### src/rtl/ama_riscv_ret_trace_buf_if.sv
// Retirement-record and trace-sink signal bundle for ama_riscv_ret_trace_buf.
// master drives retirement records and sink ready; slave is the trace buffer.
interface ama_riscv_ret_trace_buf_if;
  logic        ret_valid;
  logic [31:0] ret_inst;
  logic [31:0] ret_pc;
  logic        ret_br_inst;
  logic        ret_br_taken;
  logic        ret_bp_hit;
  logic [31:0] ret_dmem_addr;
  logic [3:0]  ret_dmem_size;

  logic        out_valid;
  logic        out_ready;
  logic [31:0] out_inst;
  logic [31:0] out_pc;
  logic [2:0]  out_flags;
  logic [31:0] out_dmem_addr;
  logic [3:0]  out_dmem_size;

  modport master (
    output ret_valid, ret_inst, ret_pc, ret_br_inst, ret_br_taken, ret_bp_hit,
           ret_dmem_addr, ret_dmem_size, out_ready,
    input  out_valid, out_inst, out_pc, out_flags, out_dmem_addr, out_dmem_size
  );

  modport slave (
    input  ret_valid, ret_inst, ret_pc, ret_br_inst, ret_br_taken, ret_bp_hit,
           ret_dmem_addr, ret_dmem_size, out_ready,
    output out_valid, out_inst, out_pc, out_flags, out_dmem_addr, out_dmem_size
  );
endinterface

### src/rtl/ama_riscv_ret_trace_buf.sv
// Retirement trace FIFO with saturating drop counter and sticky overflow flag.
// Define RET_TRACE_PERF_EN to add saturating retirement/branch performance counters.
module ama_riscv_ret_trace_buf #(
  parameter int DEPTH = 8,
  parameter int CNT_W = 32
) (
  input  logic                     clk,
  input  logic                     rst,
  ama_riscv_ret_trace_buf_if.slave bus,
  output logic [$clog2(DEPTH):0]   level,
  output logic [CNT_W-1:0]         drop_cnt,
  output logic                     overflow
`ifdef RET_TRACE_PERF_EN
  ,
  output logic [CNT_W-1:0]         cnt_ret,
  output logic [CNT_W-1:0]         cnt_br,
  output logic [CNT_W-1:0]         cnt_br_taken,
  output logic [CNT_W-1:0]         cnt_bp_hit
`endif
);

  localparam int AW    = $clog2(DEPTH);
  localparam int PTR_W = AW + 1;
  localparam logic [PTR_W-1:0] FULL_LVL = PTR_W'(DEPTH);

  typedef struct packed {
    logic [31:0] inst;
    logic [31:0] pc;
    logic [2:0]  flags;
    logic [31:0] dmem_addr;
    logic [3:0]  dmem_size;
  } rec_t;

  function automatic logic [CNT_W-1:0] sat_inc(input logic [CNT_W-1:0] v);
    return (&v) ? v : v + CNT_W'(1);
  endfunction

  logic [PTR_W-1:0] wr_ptr, rd_ptr;
  rec_t             mem [DEPTH];
  rec_t             rec_in, head;
  logic             full, empty, push, pop, drop;

  assign level = wr_ptr - rd_ptr;
  assign full  = (level == FULL_LVL);
  assign empty = (level == '0);

  // Pop frees a slot in the same cycle, so a full FIFO still accepts a push.
  assign pop  = !empty && bus.out_ready;
  assign push = bus.ret_valid && (!full || pop);
  assign drop = bus.ret_valid && full && !pop;

  assign rec_in.inst      = bus.ret_inst;
  assign rec_in.pc        = bus.ret_pc;
  assign rec_in.flags     = {bus.ret_bp_hit, bus.ret_br_taken, bus.ret_br_inst};
  assign rec_in.dmem_addr = bus.ret_dmem_addr;
  assign rec_in.dmem_size = bus.ret_dmem_size;

  // Head is gated to zero when empty, so storage needs no reset.
  assign head = empty ? '0 : mem[rd_ptr[AW-1:0]];

  assign bus.out_valid     = !empty;
  assign bus.out_inst      = head.inst;
  assign bus.out_pc        = head.pc;
  assign bus.out_flags     = head.flags;
  assign bus.out_dmem_addr = head.dmem_addr;
  assign bus.out_dmem_size = head.dmem_size;

  always_ff @(posedge clk) begin
    if (push) mem[wr_ptr[AW-1:0]] <= rec_in;
  end

  always_ff @(posedge clk) begin
    if (rst) begin
      wr_ptr   <= '0;
      rd_ptr   <= '0;
      drop_cnt <= '0;
      overflow <= 1'b0;
    end else begin
      if (push) wr_ptr <= wr_ptr + PTR_W'(1);
      if (pop)  rd_ptr <= rd_ptr + PTR_W'(1);
      if (drop) begin
        drop_cnt <= sat_inc(drop_cnt);
        overflow <= 1'b1;
      end
    end
  end

`ifdef RET_TRACE_PERF_EN
  // Counters see every retirement, including records the FIFO drops.
  always_ff @(posedge clk) begin
    if (rst) begin
      cnt_ret      <= '0;
      cnt_br       <= '0;
      cnt_br_taken <= '0;
      cnt_bp_hit   <= '0;
    end else if (bus.ret_valid) begin
      cnt_ret <= sat_inc(cnt_ret);
      if (bus.ret_br_inst) cnt_br <= sat_inc(cnt_br);
      if (bus.ret_br_inst && bus.ret_br_taken) cnt_br_taken <= sat_inc(cnt_br_taken);
      if (bus.ret_br_inst && bus.ret_bp_hit) cnt_bp_hit <= sat_inc(cnt_bp_hit);
    end
  end
`endif

endmodule
### src/flat_wrapper.sv
// flat-port wrapper written by rule: the top's interface ports become plain ports
module ama_riscv_ret_trace_buf_flat 
#(
  parameter int DEPTH = 8,
  parameter int CNT_W = 32
)
  (clk, rst, level, drop_cnt, overflow, bus_ret_valid, bus_ret_inst, bus_ret_pc, bus_ret_br_inst, bus_ret_br_taken, bus_ret_bp_hit, bus_ret_dmem_addr, bus_ret_dmem_size, bus_out_ready, bus_out_valid, bus_out_inst, bus_out_pc, bus_out_flags, bus_out_dmem_addr, bus_out_dmem_size);
  ama_riscv_ret_trace_buf_if bus_i ();
  input  logic clk;
  input  logic rst;
  output logic [$clog2(DEPTH):0] level;
  output logic [CNT_W-1:0] drop_cnt;
  output logic overflow;
  input wire logic [$bits(bus_i.ret_valid)-1:0] bus_ret_valid;
  input wire logic [$bits(bus_i.ret_inst)-1:0] bus_ret_inst;
  input wire logic [$bits(bus_i.ret_pc)-1:0] bus_ret_pc;
  input wire logic [$bits(bus_i.ret_br_inst)-1:0] bus_ret_br_inst;
  input wire logic [$bits(bus_i.ret_br_taken)-1:0] bus_ret_br_taken;
  input wire logic [$bits(bus_i.ret_bp_hit)-1:0] bus_ret_bp_hit;
  input wire logic [$bits(bus_i.ret_dmem_addr)-1:0] bus_ret_dmem_addr;
  input wire logic [$bits(bus_i.ret_dmem_size)-1:0] bus_ret_dmem_size;
  input wire logic [$bits(bus_i.out_ready)-1:0] bus_out_ready;
  output wire logic [$bits(bus_i.out_valid)-1:0] bus_out_valid;
  output wire logic [$bits(bus_i.out_inst)-1:0] bus_out_inst;
  output wire logic [$bits(bus_i.out_pc)-1:0] bus_out_pc;
  output wire logic [$bits(bus_i.out_flags)-1:0] bus_out_flags;
  output wire logic [$bits(bus_i.out_dmem_addr)-1:0] bus_out_dmem_addr;
  output wire logic [$bits(bus_i.out_dmem_size)-1:0] bus_out_dmem_size;
  assign bus_i.ret_valid = bus_ret_valid;
  assign bus_i.ret_inst = bus_ret_inst;
  assign bus_i.ret_pc = bus_ret_pc;
  assign bus_i.ret_br_inst = bus_ret_br_inst;
  assign bus_i.ret_br_taken = bus_ret_br_taken;
  assign bus_i.ret_bp_hit = bus_ret_bp_hit;
  assign bus_i.ret_dmem_addr = bus_ret_dmem_addr;
  assign bus_i.ret_dmem_size = bus_ret_dmem_size;
  assign bus_i.out_ready = bus_out_ready;
  assign bus_out_valid = bus_i.out_valid;
  assign bus_out_inst = bus_i.out_inst;
  assign bus_out_pc = bus_i.out_pc;
  assign bus_out_flags = bus_i.out_flags;
  assign bus_out_dmem_addr = bus_i.out_dmem_addr;
  assign bus_out_dmem_size = bus_i.out_dmem_size;
  ama_riscv_ret_trace_buf #(.DEPTH(DEPTH), .CNT_W(CNT_W)) u_core (.clk(clk), .rst(rst), .bus(bus_i), .level(level), .drop_cnt(drop_cnt), .overflow(overflow));
endmodule
### config.mk
export PLATFORM = sky130hd
export DESIGN_NAME = ama_riscv_ret_trace_buf_flat
export DESIGN_NICKNAME = d
export VERILOG_FILES = /design/src/rtl/ama_riscv_ret_trace_buf_if.sv /design/src/rtl/ama_riscv_ret_trace_buf.sv /design/src/flat_wrapper.sv
export SDC_FILE = /design/constraint.sdc
export NUM_CORES = 1
export LEC_CHECK = 0
export BUFFER_PORTS_ARGS = -buffer_cell sky130_fd_sc_hd__buf_2
export CAP_MARGIN = 20
export CORE_MARGIN = 5
export CORE_UTILIZATION = 40
export DETAILED_ROUTE_END_ITERATION = 6
export GPL_ROUTABILITY_DRIVEN = 0
export GPL_TIMING_DRIVEN = 1
export SLEW_MARGIN = 20
export SYNTH_ARGS = -nofsm -noshare
export SYNTH_HDL_FRONTEND = slang
export SYNTH_SLANG_ARGS = --single-unit
### constraint.sdc
create_clock -name clk -period 12 [get_ports clk]
set_input_delay 0.6 -clock clk [delete_from_list [all_inputs] [get_ports clk]]
set_output_delay 0.6 -clock clk [all_outputs]
set_load 0.005 [all_outputs]
Word level (Yosys, flattened, before mapping)
Memory sizes are Yosys's and may differ from the RTL's. A register that Yosys moved wholly into a read port is not among the register bits.
Cells that the tools add are included.
W data, S select, Z words.
{ "word_totals": {"regBits": 41, "mem_bits_rw": 824, "in_bits": 107, "elab_cells": 27, "memories": 1} }
{ "memory_table": {"columns": ["memory", "depth", "word_bits", "rd", "rd_ports_with_merged_regs", "wr", "line", "text"], "rows": [
  ["u_core.mem", 8, 103, 1, 1, 1, "ama_riscv_ret_trace_buf.sv:39", "rec_t mem [DEPTH];"]
]} }
{ "classes": {"n_addsub": 4, "n_eq_ne": 1, "n_mux": 5, "bitwise": 1, "n_reduce_logical": 11} }
{ "ops": {"columns": ["cell", "n"], "rows": [
  ["$mux W103", 1],
  ["$add A32 B1 Y32 const B", 1],
  ["$reduce_and A32 Y1", 1],
  ["$add A4 B1 Y4 const B", 2],
  ["$mux W3", 2],
  ["$eq A4 B4 Y1 const B", 1],
  ["$logic_and A1 B1 Y1", 4],
  ["$logic_not A4 Y1", 1],
  ["$sub A4 B4 Y4", 1],
  ["$logic_not A1 Y1", 3],
  ["$mux W1", 2],
  ["$reduce_and A2 Y1", 1],
  ["$logic_or A1 B1 Y1", 1],
  ["$not A1 Y1", 1]
]} }

Longest topological paths before layout
{ "logic_depth": {"word_depth": 8, "ltp_mapped": 11} }

Least setup slack after synthesis
No wires, ideal clock.
{ "synth_path": {"kind": "register to register", "from": "register u_core.wr_ptr[0]", "to": "memory u_core.mem[2][0] (netlist bit), enable pin", "arrival_ns": 12.401, "setup_slack_ns": -1.257, "path_stages_with_launch": 11, "cell_sequence": "dfxtp_1 -> inv_1 -> ha_1 -> inv_1 -> fa_1 -> nor3b_1 -> nand2_1 -> nor3_4 -> nand2b_1 -> clkbuf_1 -> nor4b_1"} }
{ "synth_via": {"elab_chain_cells": 8, "elab_cells_between_ends": 10} }
{ "synth_rtl": {"columns": ["item", "line", "text"], "rows": [
  ["start: declaration", "ama_riscv_ret_trace_buf.sv:38", "logic [PTR_W-1:0] wr_ptr, rd_ptr;"],
  ["start signal: assignment", "ama_riscv_ret_trace_buf.sv:79", "if (push) wr_ptr <= wr_ptr + PTR_W'(1);"],
  ["$sub A4 B4 Y4 (*)", "ama_riscv_ret_trace_buf.sv:43", "assign level = wr_ptr - rd_ptr;"],
  ["named net level[1]", "flat_wrapper.sv:11", "output logic [$clog2(DEPTH):0] level;"],
  ["$logic_not A4 Y1", "ama_riscv_ret_trace_buf.sv:45", "assign empty = (level == '0);"],
  ["$logic_not A1 Y1", "ama_riscv_ret_trace_buf.sv:48", "assign pop = !empty && bus.out_ready;"],
  ["$logic_and A1 B1 Y1", "ama_riscv_ret_trace_buf.sv:48", null],
  ["$logic_or A1 B1 Y1 (*)", "ama_riscv_ret_trace_buf.sv:49", "assign push = bus.ret_valid && (!full || pop);"],
  ["$logic_and A1 B1 Y1 (*)", "ama_riscv_ret_trace_buf.sv:49", null],
  ["$mux W1 (*)", "ama_riscv_ret_trace_buf.sv:69", "if (push) mem[wr_ptr[AW-1:0]] <= rec_in;"],
  ["$mux W1 (not written as such) (*)", "ama_riscv_ret_trace_buf.sv:69", null],
  ["end: declaration", "ama_riscv_ret_trace_buf.sv:39", null]
]} }
The timed path passes the listed nets; every way through them passes the cells marked *.

Worst setup path after layout
{ "layout_path": {"from": "register u_core.wr_ptr[0]", "to": "output port bus_out_inst[1]"} }
{ "layout_via": {"elab_chain_cells": 3} }
{ "layout_rtl": {"columns": ["item", "line", "text"], "rows": [
  ["$sub A4 B4 Y4", "ama_riscv_ret_trace_buf.sv:43", null],
  ["$logic_not A4 Y1", "ama_riscv_ret_trace_buf.sv:45", null],
  ["$mux W103", "ama_riscv_ret_trace_buf.sv:59", "assign head = empty ? '0 : mem[rd_ptr[AW-1:0]];"],
  ["end: declaration", "flat_wrapper.sv:24", "output wire logic [$bits(bus_i.out_inst)-1:0] bus_out_inst;"]
]} }
Every way passes these cells.

==> run_results.csv <==
group,metric,value,unit
placement,port-buffer-count,247,
power_and_ir_drop,p_seq_frac,0.426,
worst_setup_path,max_stage_delay,0.67,ns
sta,hold_slack,0.2450,ns
yosys,avgSynthCellArea,21.24,sq um
drt,drc,0,
drt,wirelength,73020,um
flow_run,max_cap_viol_count,0,
worst_setup_path,cpMaxStageDelayCell,"buf_4",
yosys,synthSimpleGateAreaFrac,0.03520,
power_and_ir_drop,p_total,8.472,mW
grt,grt_pass1_vias,17150,
power_and_ir_drop,switching_power,2.340,mW
sta,fmax,196.0,MHz
yosys,postSynth.asyncResetShare,0,
grt,grt_usage,0.1619,
power_and_ir_drop,pwr-share-comb,0.241,
sta,skew,0.01856,ns
sta,fin_crit_sh,0.4251,
yosys,synth_nets,1684,
yosys,synth_compound_area_frac,0.003040,
sta,relSlewSlack,0.3040,
sta,worst_slew_pin_slew,1.044,ns
yosys,netlist_area,33340,sq um
yosys,synth_largest_area_cell,"edfxtp_1",
grt,grt_antenna_before_repair,18,
worst_setup_path,cp.required,11.40,ns
final_layout,design_area,38880,sq um
yosys,ys_types,39,
clock_network,cts.path.max_buffers,3,
final_layout,areaGrowthSynthToFinish,16.62,%
power_and_ir_drop,internal_power,6.132,mW
floorplanning,die-area,89230,sq um
clock_network,cts_max_level,3,
clock_network,cts_setup_buffers,0,
sta,rsz0062_at_grt,"no",
grt,grt_start_max_net_pins,105,
worst_setup_path,endpoint_kind,"primary output",
drt,drt-initial-drc-count,1091,
yosys,synth_top_area_share,0.7421,
power_and_ir_drop,peakVddDrop,0.1456,mV
floorplanning,dieWidth,298.7,um
sta,timing.final.max_slew_violations,0,
yosys,synthCells,1570,
drt,wl_per_cell,24.31,um
yosys,synthXorXnorAreaFrac,0.007880,
floorplanning,die_y,298.7,um
sta,post-route-min-period,5.101,ns
outcome,outcome,"finished, final reports clean",
drt,vias,16040,
yosys,yosysWarnings,0,
power_and_ir_drop,p_leak,12.47,nW
final_layout,fillers,6755,
drt,dr.pass1.iters,4,
floorplanning,core,82370,sq um
clock_network,tritoncts,"done",
yosys,synth_top_family_by_area,"multiplexers",
worst_setup_path,cp_cell_sequence,"inv_1 > ha_1 > nand3b_1 > a21oi_1 > nor2_1 > nor4_4 > buf_4 > buf_4 > nor2_1 > buf_2",
floorplanning,boundaryPins,248,
clock_network,cts_resized,0,
final_layout,finalNetCount,1972,
worst_setup_path,critPathMaxFanout,56,
sta,setup_violations,0,
clock_network,cts_hold_buf,0,
clock_network,path_clk_slew,0.06,ns
power_and_ir_drop,pwr-share-clk,0.333,
power_and_ir_drop,swShare,0.2762,
grt,grt-ovfl-total,0,
worst_setup_path,critical_path_arrival,4.50,ns
final_layout,drive_gt1_frac,0.3198,
grt,grt_pass1_wl,109800,um
min_path,min_path_type,"primary input to flip-flop",
yosys,synth-seq-cells,868,
sta,hold_viol,0,
final_layout,seqCellArea,25640,sq um
yosys,synthTopCellsByArea,"edfxtp_1 (74%), mux4_2 (14%), mux2i_1 (3.2%)",
worst_setup_path,path_class,"flip-flop to primary output",
yosys,synth_edf_count,824,
yosys,synth_fa_ha_area_frac,0.002852,
clock_network,worstSkewPairLatency,0.62,ns
drt,ant_nets,0,
yosys,ys.flop_type,"edfxtp_1",
worst_setup_path,cp_top_family,"buffers and inverters",
worst_setup_path,crit_buf_inv,4,
clock_network,root_buffer,"clkbuf_16",
clock_network,numCtsBuffers,90,
worst_setup_path,cp-start-kind,"flip-flop",
drt,viasPerCell,5.341,
placement,hpwl,41110,um
floorplanning,start_util,0.4048,
final_layout,multiInputGateArea,7400,sq um
placement,placedCellCount,2836,
yosys,ys_seq_area_frac,0.7685,
power_and_ir_drop,powerDensity,217.9,nW/um^2
placement,place_area,35870,sq um
clock_network,clock_sinks,868,
floorplanning,rows,105,
final_layout,fin_cells,3004,
yosys,synthMuxAreaShare,0.1713,
per-stage QoR:
stage               setup TNS, ns    util  setup slack [ns]
detailed placement              0  0.4355             7.496
CTS                             0  0.4718             6.822
global route                    0  0.4719             6.595
floorplan                  -81.70       -           -0.3966
finish                          0  0.4721             6.899
global placement                0  0.4355             7.553
synth_stat cells, types with 3 or more instances:
cell / instances
a21oi_1: 10
and2_1: 3
and3_1: 12
buf_1: 8
buf_2: 23
buf_4: 3
clkbuf_1: 46
dfxtp_1: 44
edfxtp_1: 824
ha_1: 6
inv_1: 8
mux2i_1: 106
mux4_2: 206
nand2_1: 10
nand3_1: 17
nand4_1: 20
nor2_1: 146
nor3_1: 6
nor4_1: 3
o21ai_0: 7
or3_1: 9
or4_1: 3
xnor2_1: 5
xor2_1: 25
state kept, by name, summed over array words and instances, names as in the netlist, named ones only:
name / cells
u_core.wr_ptr: 4
u_core.rd_ptr: 4
u_core.overflow: 1
u_core.drop_cnt: 32
u_core.mem: 824
cells in the final DEF, fill, tap and decap left out, types with 2 or more instances in the layout:
cell	n
edfxtp_1	824
bufinv_16	14
nor4_2	2
clkinv_2	5
inv_1	8
nor4_4	2
mux4_2	206
nor3_1	3
clkbuf_1	26
nand2b_1	2
and4_1	2
buf_2	247
nand4_1	20
a21oi_1	10
diode_2	8
or4_1	3
clkbuf_16	93
and2_1	3
nor3_2	3
or3_1	9
clkinvlp_4	2
o21ai_0	7
and3_1	12
clkinv_1	17
nand3_1	17
nand3b_1	2
ha_1	6
nor2_1	145
dfxtp_1	41
xor2_1	25
dfxtp_4	3
nand2_1	10
buf_4	27
xnor2_1	5
mux2i_1	106
final timing paths:
path | cells after the start | slack, ns | endpoint | from
worst max-delay path | 10 | 6.90 | bus_out_inst[1] | u_core.wr_ptr[0]
worst min-delay path | 1 | 0.24 | u_core.mem[2][54] | bus_ret_pc[15]
worst max register to register | 9 | 7.46 | u_core.mem[2][37] | u_core.wr_ptr[0]
worst min register to register | 2 | 0.51 | u_core.overflow | u_core.overflow
routing by layer:
layer  vias up  share of wire  global-route usage
li1       7033              -                   -
met3       106          0.071             0.04377
met2       419           0.48              0.2592
met1      8463           0.43              0.2228
met4        22          0.017             0.04178
met5         -         0.0018                   0
layout make-up:
type,count,share of cell area
timing repair buffer,276,0.03781
multi-input combinational,613,0.1903
tap,1070,0.03443
antenna,8,0.0005148
inverter,9,0.0008688
clock buffer,119,0.06236
sequential,868,0.6593
clock inverter,41,0.01445
cells by family after synthesis:
family / after synthesis
flops: 868
fa+ha+maj: 7
simple gates: 244
xor+xnor: 30
buf+inv: 89
compound gates: 19
mux: 313
power by group through the flow:
stage / clock network [mW] / registers [mW] / logic (mW)
after floorplan: 0 / 3.67 / 1.27
after global placement: 0 / 3.67 / 2.08
after detailed placement: 0 / 3.68 / 2.10
after CTS: 2.89 / 3.62 / 2.11
after global routing: 3.02 / 3.63 / 2.24
final: 2.82 / 3.61 / 2.04
No activity file was read; power rests on OpenSTA's default activity.
